## config.mk

```make
export PLATFORM = sky130hd
export DESIGN_NAME = popcount_scale_acc
export DESIGN_NICKNAME = d
export VERILOG_FILES = /design/src/rtl/popcount_scale_acc.sv
export SDC_FILE = /design/constraint.sdc
export NUM_CORES = 1
export LEC_CHECK = 0
export CAP_MARGIN = 20
export CORE_AREA = 2 2 62 93
export CTS_BUF_LIST = sky130_fd_sc_hd__clkbuf_16
export DETAILED_ROUTE_END_ITERATION = 8
export DIE_AREA = 0 0 64 95
export PLACE_DENSITY = 0.78
export SYNTH_ARGS = -nofsm -noshare
export SYNTH_HDL_FRONTEND = slang
export SYNTH_SLANG_ARGS = --single-unit
```

## constraint.sdc

```tcl
create_clock -name clk -period 4.6 [get_ports clk]
set_input_delay 0.46 -clock clk [delete_from_list [all_inputs] [get_ports clk]]
set_output_delay 0.46 -clock clk [all_outputs]
set_load 0.02 [all_outputs]
```

## src/rtl/popcount_scale_acc.sv

```systemverilog
// Scaled popcount accumulator. Words arrive over valid/ready and are split into chunks, LSB first.
// Each chunk's popcount<<SCALE_SH is summed with saturation until in_last closes the block.
//
// state | meaning
// IDLE  | ready for a word; acc kept between words of the same block
// LOOK  | one chunk addressed per cycle; previous table output added to acc
// DRAIN | final table output added; emit result if the word was last
// OUT   | result held on out_data until out_ready
module popcount_scale_acc #(
  parameter int DATA_W   = 16,
  parameter int CHUNK_W  = 4,
  parameter int SCALE_SH = 5,
  parameter int OUT_W    = 16
) (
  input  logic              clk,
  input  logic              rst_n,
  input  logic              in_valid,
  output logic              in_ready,
  input  logic [DATA_W-1:0] in_data,
  input  logic              in_last,
  output logic              out_valid,
  input  logic              out_ready,
  output logic [OUT_W-1:0]  out_data
);

  localparam int NCHUNK = DATA_W / CHUNK_W;
  localparam int IDX_W  = (NCHUNK > 1) ? $clog2(NCHUNK) : 1;
  localparam logic [IDX_W-1:0] IDX_LAST = IDX_W'(NCHUNK - 1);

  typedef enum logic [1:0] {S_IDLE, S_LOOK, S_DRAIN, S_OUT} state_t;

  state_t             state, state_nxt;
  logic [DATA_W-1:0]  word_q;
  logic               last_q;
  logic [IDX_W-1:0]   idx;
  logic [OUT_W-1:0]   acc;
  logic [OUT_W-1:0]   lut_q;
  logic               fresh;
  logic               accept;
  logic [DATA_W-1:0]  word_sh;
  logic [CHUNK_W-1:0] chunk;
  logic [OUT_W:0]     sum_wide;
  logic [OUT_W-1:0]   sum_sat;

  function automatic logic [OUT_W-1:0] pc_scaled(input logic [CHUNK_W-1:0] c);
    logic [OUT_W-1:0] n;
    n = '0;
    for (int i = 0; i < CHUNK_W; i++) n = n + OUT_W'(c[i]);
    return n << SCALE_SH;
  endfunction

  assign word_sh  = word_q >> (32'(idx) * CHUNK_W);
  assign chunk    = word_sh[CHUNK_W-1:0];
  assign sum_wide = {1'b0, acc} + {1'b0, lut_q};
  assign sum_sat  = sum_wide[OUT_W] ? {OUT_W{1'b1}} : sum_wide[OUT_W-1:0];

  always_ff @(posedge clk or negedge rst_n) begin
    if (!rst_n) state <= S_IDLE;
    else        state <= state_nxt;
  end

  always_comb begin
    state_nxt = state;
    in_ready  = 1'b0;
    out_valid = 1'b0;
    accept    = 1'b0;
    case (state)
      S_IDLE: begin
        in_ready = 1'b1;
        accept   = in_valid;
        if (in_valid) state_nxt = S_LOOK;
      end
      S_LOOK:  if (idx == IDX_LAST) state_nxt = S_DRAIN;
      S_DRAIN: state_nxt = last_q ? S_OUT : S_IDLE;
      S_OUT: begin
        out_valid = 1'b1;
        if (out_ready) state_nxt = S_IDLE;
      end
      default: state_nxt = S_IDLE;
    endcase
  end

  always_ff @(posedge clk or negedge rst_n) begin
    if (!rst_n) begin
      word_q   <= '0;
      last_q   <= 1'b0;
      idx      <= '0;
      acc      <= '0;
      lut_q    <= '0;
      fresh    <= 1'b1;
      out_data <= '0;
    end else begin
      if (accept) begin
        word_q <= in_data;
        last_q <= in_last;
        idx    <= '0;
        if (fresh) begin
          acc   <= '0;
          fresh <= 1'b0;
        end
      end
      if (state == S_LOOK) begin
        lut_q <= pc_scaled(chunk);
        idx   <= idx + 1'b1;
        // first LOOK cycle: lut_q still holds the previous word's last entry
        if (idx != '0) acc <= sum_sat;
      end
      if (state == S_DRAIN) begin
        acc <= sum_sat;
        if (last_q) out_data <= sum_sat;
      end
      if (state == S_OUT && out_ready) fresh <= 1'b1;
    end
  end

endmodule

```

==> results of run 1 <==
## path summary, 6_finish.rpt
check	startpoint	end	slack, ns	cells after the start
max	lut_q[7]	acc[15]	2.22	5
min	rst_n	out_data[2]	0.27	2
max in group asynchronous	rst_n	last_q	3.87	2
min reg2reg	out_data[3]	out_data[3]	0.46	2
max reg2reg	lut_q[7]	acc[15]	2.22	5
min in group clk	out_data[3]	out_data[3]	0.46	2
## registers in the layout, indices dropped and copies added (netlist names)
register and cells:
acc 16, out_data 16, word_q 16, lut_q 3, idx 2, state 2, fresh 1, last_q 1
## power breakdown
group          internal (uW)  leakage [uW]  switching, uW
sequential               748      0.000700            201
combinational            499      0.000730            522
clock                    351      0.000133            214
total                   1600       0.00156            938
## worst reg2reg max path, cell delays in order, from the launching register on
cell,delay (ns)
dfrtp_1,0.38
ha_1,0.40
nand3_2,0.20
a2111oi_2,0.88
o21ai_0,0.28
a21boi_2,0.18
## metal layers
layer,share of wire,wire (um),vias to the layer above,global-route usage
li1,-,-,991,-
met1,0.39,2210,989,0.230
met2,0.53,2980,55,0.362
met3,0.037,209,15,0.0560
met4,0.035,197,0,0.130
met5,0,0,-,0
## cells by family (layout without fill, tap and decap cells)
kind of cell	Yosys count	after routing	synth area share
AO/OA/AOI/OAI	53	53	0.134
XOR/XNOR	5	5	0.0156
adder cells (fa/ha/maj)	9	9	0.0455
buffers and inverters	24	66	0.0371
flip-flops	57	57	0.509
multiplexers	22	22	0.104
AND/OR/NAND/NOR	92	92	0.154
## synthesized netlist by cell type, drive strengths merged (3+ instances only)
cell type  count  area, um^2
a21oi         14        77.6
and2           3        18.8
buf            9        47.6
clkbuf         4        15.0
dfrtp         56        1400
ha             7        87.6
inv           11        41.3
mux2          16         180
mux4           4        90.1
nand2         52         195
nand3          7        40.0
nor2          15        56.3
nor3           3        15.0
o21ai         17        85.1
o2bb2ai        4        35.0
xor2           3        26.3
## through the flow
stage	instances	utilization	setup slack (ns)	instance area, um^2	total power (uW)
final	374	0.653	2.22	3480	2540
after global routing	374	0.653	2.00	3480	2740
after CTS	374	0.653	2.26	3480	2560
after detailed placement	359	0.605	2.27	3220	1990
after global placement	359	0.605	2.34	3220	1940
after floorplan	262	-	2.35	2800	1650
## final cells by class
cell class	count	area (um^2)	area share
Clock buffer	9	225	0.0648
Clock inverter	6	27.5	0.00792
Tap cell	70	87.6	0.0252
Sequential cell	57	1430	0.411
Multi-Input combinational cell	181	1280	0.367
Inverter	11	41.3	0.0119
Timing Repair Buffer	40	390	0.112
==> reports/results.txt, run 1 <==
Initial antenna violation count: 0
Share of cells above drive strength 1: 0.158
CP required: 4.86 ns
FILL cells: 435
Starting Density: 0.526
Vias in the first global route: 2,005
WP buf/inv: 0
CP max FO: 11
Number of hold buffers added after CTS: 0
Largest net degree at the start of global routing: 58
RSZ-0062 raised after global routing: false
Clock sinks: 57
Asr flop ratio synth: 1.00
Kind of critical path: flop to flop
Post-DP HPWL: 3.93 mm
Post-DRT Antenna Nets: 0
Cell Area, Synth: 2800 um^2
Initial DRC count: 133
Core area: 5330 um^2
Slew @ Worst Pin: 0.988 ns
Largest delay share family, worst path: compound AO/OA/AOI/OAI gates
Worst EP arrival: 2.64 ns
Most common cell after layout, fill and taps aside: dfrtp_1
Fmax: 0.420 GHz
Worst Hold Class: input pin to asynchronous set/reset pin
EDFF count, synth: 0
Status: finished clean
Final period util: 0.518
GRT overflow: 0
Primary FF master, synth: dfrtp_1
I/O pins: 39
Worst skew pair latency: 0.33 ns
Setup_tns: 0 ns
Avg Cell Area, Syn: 10.7 um^2
CP startpoint kind: flop
Slew Limit Fails: 0
Final setup viols: 0
Port Buf Inserts: 38
WHS: 0.271 ns
Pwr dens: 730 nW/um^2
CTS resizes: 0
Clock Skew: 0.00507 ns
Chip height: 95 um
RePlAce Congestion: 0.907
Nets: 330
Slowest cell on crit path: a2111oi_2
H-tree Lvls: 3
Synth Register Bits: 57
CTS max path bufs: 2
CTS tree: built
Die Span X: 64 um
Die area: 6080 um^2
Total wire length: 5.60 mm
Peak supply drop: 0.364 mV
Final Hold Viols: 0
First-pass iteration count of the detailed router: 4
YS warnings: 0
Slew margin rel.: 0.340
Post-CTS setup buffer count: 0
Unique masters post-synth: 49
WL/cell: 15.0 um
Antenna diode count: 0
Max-cap violation count: 0
Min cycle time layout: 2.38 ns
Most frequent cells in the layout: 56 x dfrtp_1, 52 x nand2_1, 37 x clkdlybuf4s50_1
Sequential area share after synthesis: 0.509
Synth Instances: 262
Area grow syn2layout: 24.0%
Root Driver: clkbuf_16
Cell chain of the critical path: ha_1, nand3_2, a2111oi_2, o21ai_0, a21boi_2
DRC errors left: 0
Leakage power: 0.00156 uW
Syn_nets: 292
Crit. End Element: flop
Largest stage delay on the critical path: 0.88 ns
Worst-path clk slew: 0.05 ns
Clock buffer count from CTS: 9
Via density: 5.48
Via Count: 2,050
Row count: 33
Total track usage: 0.211
First-pass GRT wire length: 9.46 mm
Power figures use the tool's default switching activity.
==> run 2, diff against run 1 <==
- CORE_AREA: 2 2 62 93 -> 2 2 62 94
- DIE_AREA: 0 0 64 95 -> 0 0 64 96
- PLACE_DENSITY: 0.78 -> 0.77
- clock period: 4.6 -> 2.3 ns (I/O delays scaled with it)
==> run 2 against run 1 <==
Total power increased by 110%. Flip-flop and latch count unchanged. Sequential share of layout area down 0.67 points. Count of clock-buffer cells in the layout did not move. Final area up 1.7%. Via count grew 2.1%. Maximum frequency up 14%. Clock power increased by 120%. Worst setup slack worse by 2.0 ns. Clock skew is 0.0011 ns higher. Cell count rose by 1.1%. Non-clock buffer count up 3.
==> reports/results.txt, run 2 (synthesized netlist as in run 1, its figures left out) <==
CTS max path bufs: 2
Area grow syn2layout: 26.1%
GRT overflow: 0
Die Span X: 64 um
Leakage power: 0.00159 uW
Crit. End Element: flop
Largest delay share family, worst path: adder cells
DRC errors left: 0
FILL cells: 438
Clock sinks: 57
Via density: 5.54
Worst Setup EP: lut_q[6]
Most common cell after layout, fill and taps aside: dfrtp_1
WP buf/inv: 2
Post-DRT Antenna Nets: 0
Slew @ Worst Pin: 0.715 ns
RePlAce Congestion: 0.822
Worst Hold Class: input pin to asynchronous set/reset pin
Total wire length: 5.77 mm
Worst EP arrival: 2.30 ns
Final setup viols: 0
Core area: 5330 um^2
Final period util: 0.909
Slew margin rel.: 0.524
Clock buffer count from CTS: 9
Port Buf Inserts: 38
Worst skew pair latency: 0.32 ns
Row count: 33
Antenna diode count: 0
CP startpoint kind: flop
RSZ-0062 raised after global routing: false
Pwr dens: 1490 nW/um^2
Most frequent cells in the layout: 56 x dfrtp_1, 52 x nand2_1, 37 x clkdlybuf4s50_1
Starting Density: 0.526
Cells after DPL: 362
I/O pins: 39
H-tree Lvls: 3
Clock Skew: 0.00616 ns
Root Driver: clkbuf_16
Vias in the first global route: 2,055
Crit Reg-Reg Startpoint: idx[0]
R2r endpoint: lut_q[6]
Worst r2r path cells: 8
Cell chain of the critical path: mux4_2, inv_1, fa_1, inv_1, ha_1, ha_1, nand2_1, nand2_1
Chip height: 96 um
CTS resizes: 0
CTS tree: built
First-pass GRT wire length: 9.72 mm
CP max FO: 4
Nets: 333
Status: finished clean
R2r setup slk: 0.21 ns
WL/cell: 15.3 um
CP startpoint: idx[0]
Fmax: 0.478 GHz
Largest net degree at the start of global routing: 58
Min cycle time layout: 2.09 ns
Initial antenna violation count: 0
Max-cap violation count: 0
Design area: 3530 um^2
Initial DRC count: 113
Dpl cell area: 3250 um^2
Post-CTS setup buffer count: 0
First-pass iteration count of the detailed router: 4
Post-DP HPWL: 4.07 mm
Number of hold buffers added after CTS: 0
Share of cells above drive strength 1: 0.169
Worst-path clk slew: 0.05 ns
WP depth: 8
Setup_tns: 0 ns
Total track usage: 0.211
Largest stage delay on the critical path: 0.52 ns
Peak supply drop: 0.992 mV
Slew Limit Fails: 0
Final Hold Viols: 0
CP required: 2.51 ns
Slowest cell on crit path: mux4_2
Fin cells: 378
Regs by FF count: acc x16, out_data x16, word_q x16
Via Count: 2,093
Die area: 6140 um^2
Kind of critical path: flop to flop
-- run 2: worst reg2reg max path, delay by kind of cell (launching register included) --
kind | cells | cell delay, ns
buf+inv | 2 | 0.15
fa+ha+maj | 3 | 0.77
mux | 1 | 0.52
simple gates | 2 | 0.11
flops | 1 | 0.44
-- run 2: per-stage QoR --
step | total power, uW | utilization | worst slack (ns) | hold WS [ns]
3_3_place_gp | 3890 | 0.609 | 0.254 | 0.408
3_5_place_dp | 4010 | 0.609 | 0.186 | 0.413
2_1_floorplan | 3290 | - | 0.0516 | -0.0656
6_report | 5270 | 0.663 | 0.208 | 0.0397
5_1_grt | 5670 | 0.663 | 0.00420 | 0.0891
4_1_cts | 5330 | 0.663 | 0.189 | 0.0678
-- run 2: area by class of cell --
class,instances,area (um^2),area share
Sequential cell,57,1430,0.404
Multi-Input combinational cell,181,1280,0.361
Timing Repair Buffer,43,413,0.117
Clock buffer,9,225,0.0637
Tap cell,70,87.6,0.0248
Clock inverter,7,62.6,0.0177
Inverter,11,41.3,0.0117
-- run 2: how the worst min path moves through the flow --
stage | endpoint | cells past startpoint | slack (ns)
2_1_floorplan | acc[0] | 0 | -0.07
3_3_place_gp | out_data[1] | 2 | 0.41
3_5_place_dp | out_data[1] | 2 | 0.41
4_1_cts | out_data[1] | 2 | 0.07
5_1_grt | out_data[1] | 2 | 0.09
6_report | out_data[1] | 2 | 0.04
-- run 2: routing by layer --
layer  wire (um)  track usage
met2        3310        0.395
met5           0            0
met3         211       0.0585
met1        2120        0.217
met4         129       0.0960
-- run 2: power by group --
part	total (uW)	switching (uW)	internal, uW
Clock	1260	438	824
Sequential	1910	411	1500
Combinational	2100	1090	1020
==> run 3, diff against run 2 <==
- CORE_AREA: 2 2 62 94 -> 2 2 65 97
- DIE_AREA: 0 0 64 96 -> 0 0 67 99
- PLACE_DENSITY: 0.77 -> 0.72
- SKIP_CTS_REPAIR_TIMING: unset -> 1
- SKIP_LAST_GASP: unset -> 1
==> run 3 against run 2 <==
Worst setup slack worse by 0.023 ns. Flip-flop and latch count did not move. Count of clock-buffer cells in the layout unchanged. Sequential power barely moved. Hold slack improved by 0.40 ns. Maximum frequency fell by 1.1%. Global-route usage fell by 1.4 points. Clock skew decreased by 0.0020 ns. Critical path depth did not move. Largest cell class unchanged.
==> reports/results.txt, run 3 (synthesized netlist as in run 1, its figures left out) <==
Status: finished clean
Cell chain of the critical path: mux4_2, inv_1, fa_1, inv_1, ha_1, ha_1, nand2_1, nand2_1
Max-cap violation count: 0
Worst-path clk slew: 0.05 ns
Most frequent cells in the layout: 55 x dfrtp_1, 52 x nand2_1, 37 x clkdlybuf4s50_1
Antenna diode count: 0
H-tree Lvls: 3
Core area: 5790 um^2
Post-DRT Antenna Nets: 0
CP startpoint: idx[0]
Worst Setup EP: lut_q[6]
CP startpoint kind: flop
Slew Limit Fails: 0
Leakage power: 0.00160 uW
CP max FO: 8
Setup_tns: 0 ns
Via density: 5.38
Slowest cell on crit path: fa_1
Nets: 333
R2r endpoint: lut_q[6]
Largest stage delay on the critical path: 0.52 ns
Vias in the first global route: 2,059
First-pass GRT wire length: 9.69 mm
CTS tree: built
Row count: 34
WL/cell: 14.3 um
WP buf/inv: 2
GRT overflow: 0
Total wire length: 5.45 mm
Slew @ Worst Pin: 0.579 ns
Crit Reg-Reg Startpoint: idx[0]
Slew margin rel.: 0.614
Crit. End Element: flop
DRC errors left: 0
Root Driver: clkbuf_16
CP required: 2.52 ns
Final setup viols: 0
Die area: 6630 um^2
Fmax: 0.473 GHz
Initial antenna violation count: 0
Total track usage: 0.197
Peak supply drop: 0.855 mV
Largest net degree at the start of global routing: 34
CTS max path bufs: 2
Area grow syn2layout: 26.5%
Worst r2r path cells: 8
Via Count: 2,044
FILL cells: 509
Die Span X: 67 um
Worst Hold Class: input pin to asynchronous set/reset pin
Initial DRC count: 109
Clock sinks: 57
Share of cells above drive strength 1: 0.162
Worst EP arrival: 2.33 ns
WHS: 0.436 ns
Pwr dens: 1460 nW/um^2
Clock buffer count from CTS: 9
Kind of critical path: flop to flop
R2r setup slk: 0.19 ns
Chip height: 99 um
Worst skew pair latency: 0.33 ns
I/O pins: 39
RePlAce Congestion: 0.863
Largest delay share family, worst path: adder cells
Min cycle time layout: 2.11 ns
Most common cell after layout, fill and taps aside: dfrtp_1
Post-DP HPWL: 4.00 mm
Clock Skew: 0.00419 ns
RSZ-0062 raised after global routing: false
First-pass iteration count of the detailed router: 4
Regs by FF count: acc x16, out_data x16, word_q x16
Starting Density: 0.484
Port Buf Inserts: 38
WP depth: 8
Final period util: 0.919
Final Hold Viols: 0
==> run 3: layout make-up <==
class                      instances  area [um^2]  area share
inverter                          11         41.3      0.0116
sequential                        57         1430       0.403
timing repair buffer              43          428       0.121
clock inverter                     7         55.1      0.0155
multi-input combinational        181         1280       0.360
tap                               72         90.1      0.0254
clock buffer                       9          225      0.0635
==> run 3: worst min-delay path by stage <==
stage	end	depth (start not counted)
global placement	out_data[0]	1
floorplan	acc[0]	0
CTS	out_data[0]	1
finish	out_data[0]	2
detailed placement	out_data[0]	1
global route	fresh	2
==> run 3: per-stage QoR <==
step                      worst slack [ns]  power (uW)  instances  area (um^2)   util
after floorplan                     0.0516        3290        262         2800      -
after global placement               0.134        3880        363         3250  0.562
after detailed placement            0.0568        3990        363         3250  0.562
after CTS                           0.0549        5230        379         3530  0.611
after global routing                0.0149        5610        380         3540  0.613
final                                0.185        5180        380         3540  0.613
==> run 3: routing by layer <==
metal	track usage	share of wire	routed length, um
met1	0.233	0.40	2190
met2	0.316	0.53	2870
met3	0.0582	0.041	221
met4	0.107	0.032	175
met5	0	0	0
==> run 3: report_power, final <==
group          switching (uW)  leakage [uW]  internal [uW]
combinational            1040      0.000750           1000
clock                     426      0.000150            815
sequential                404      0.000699           1500
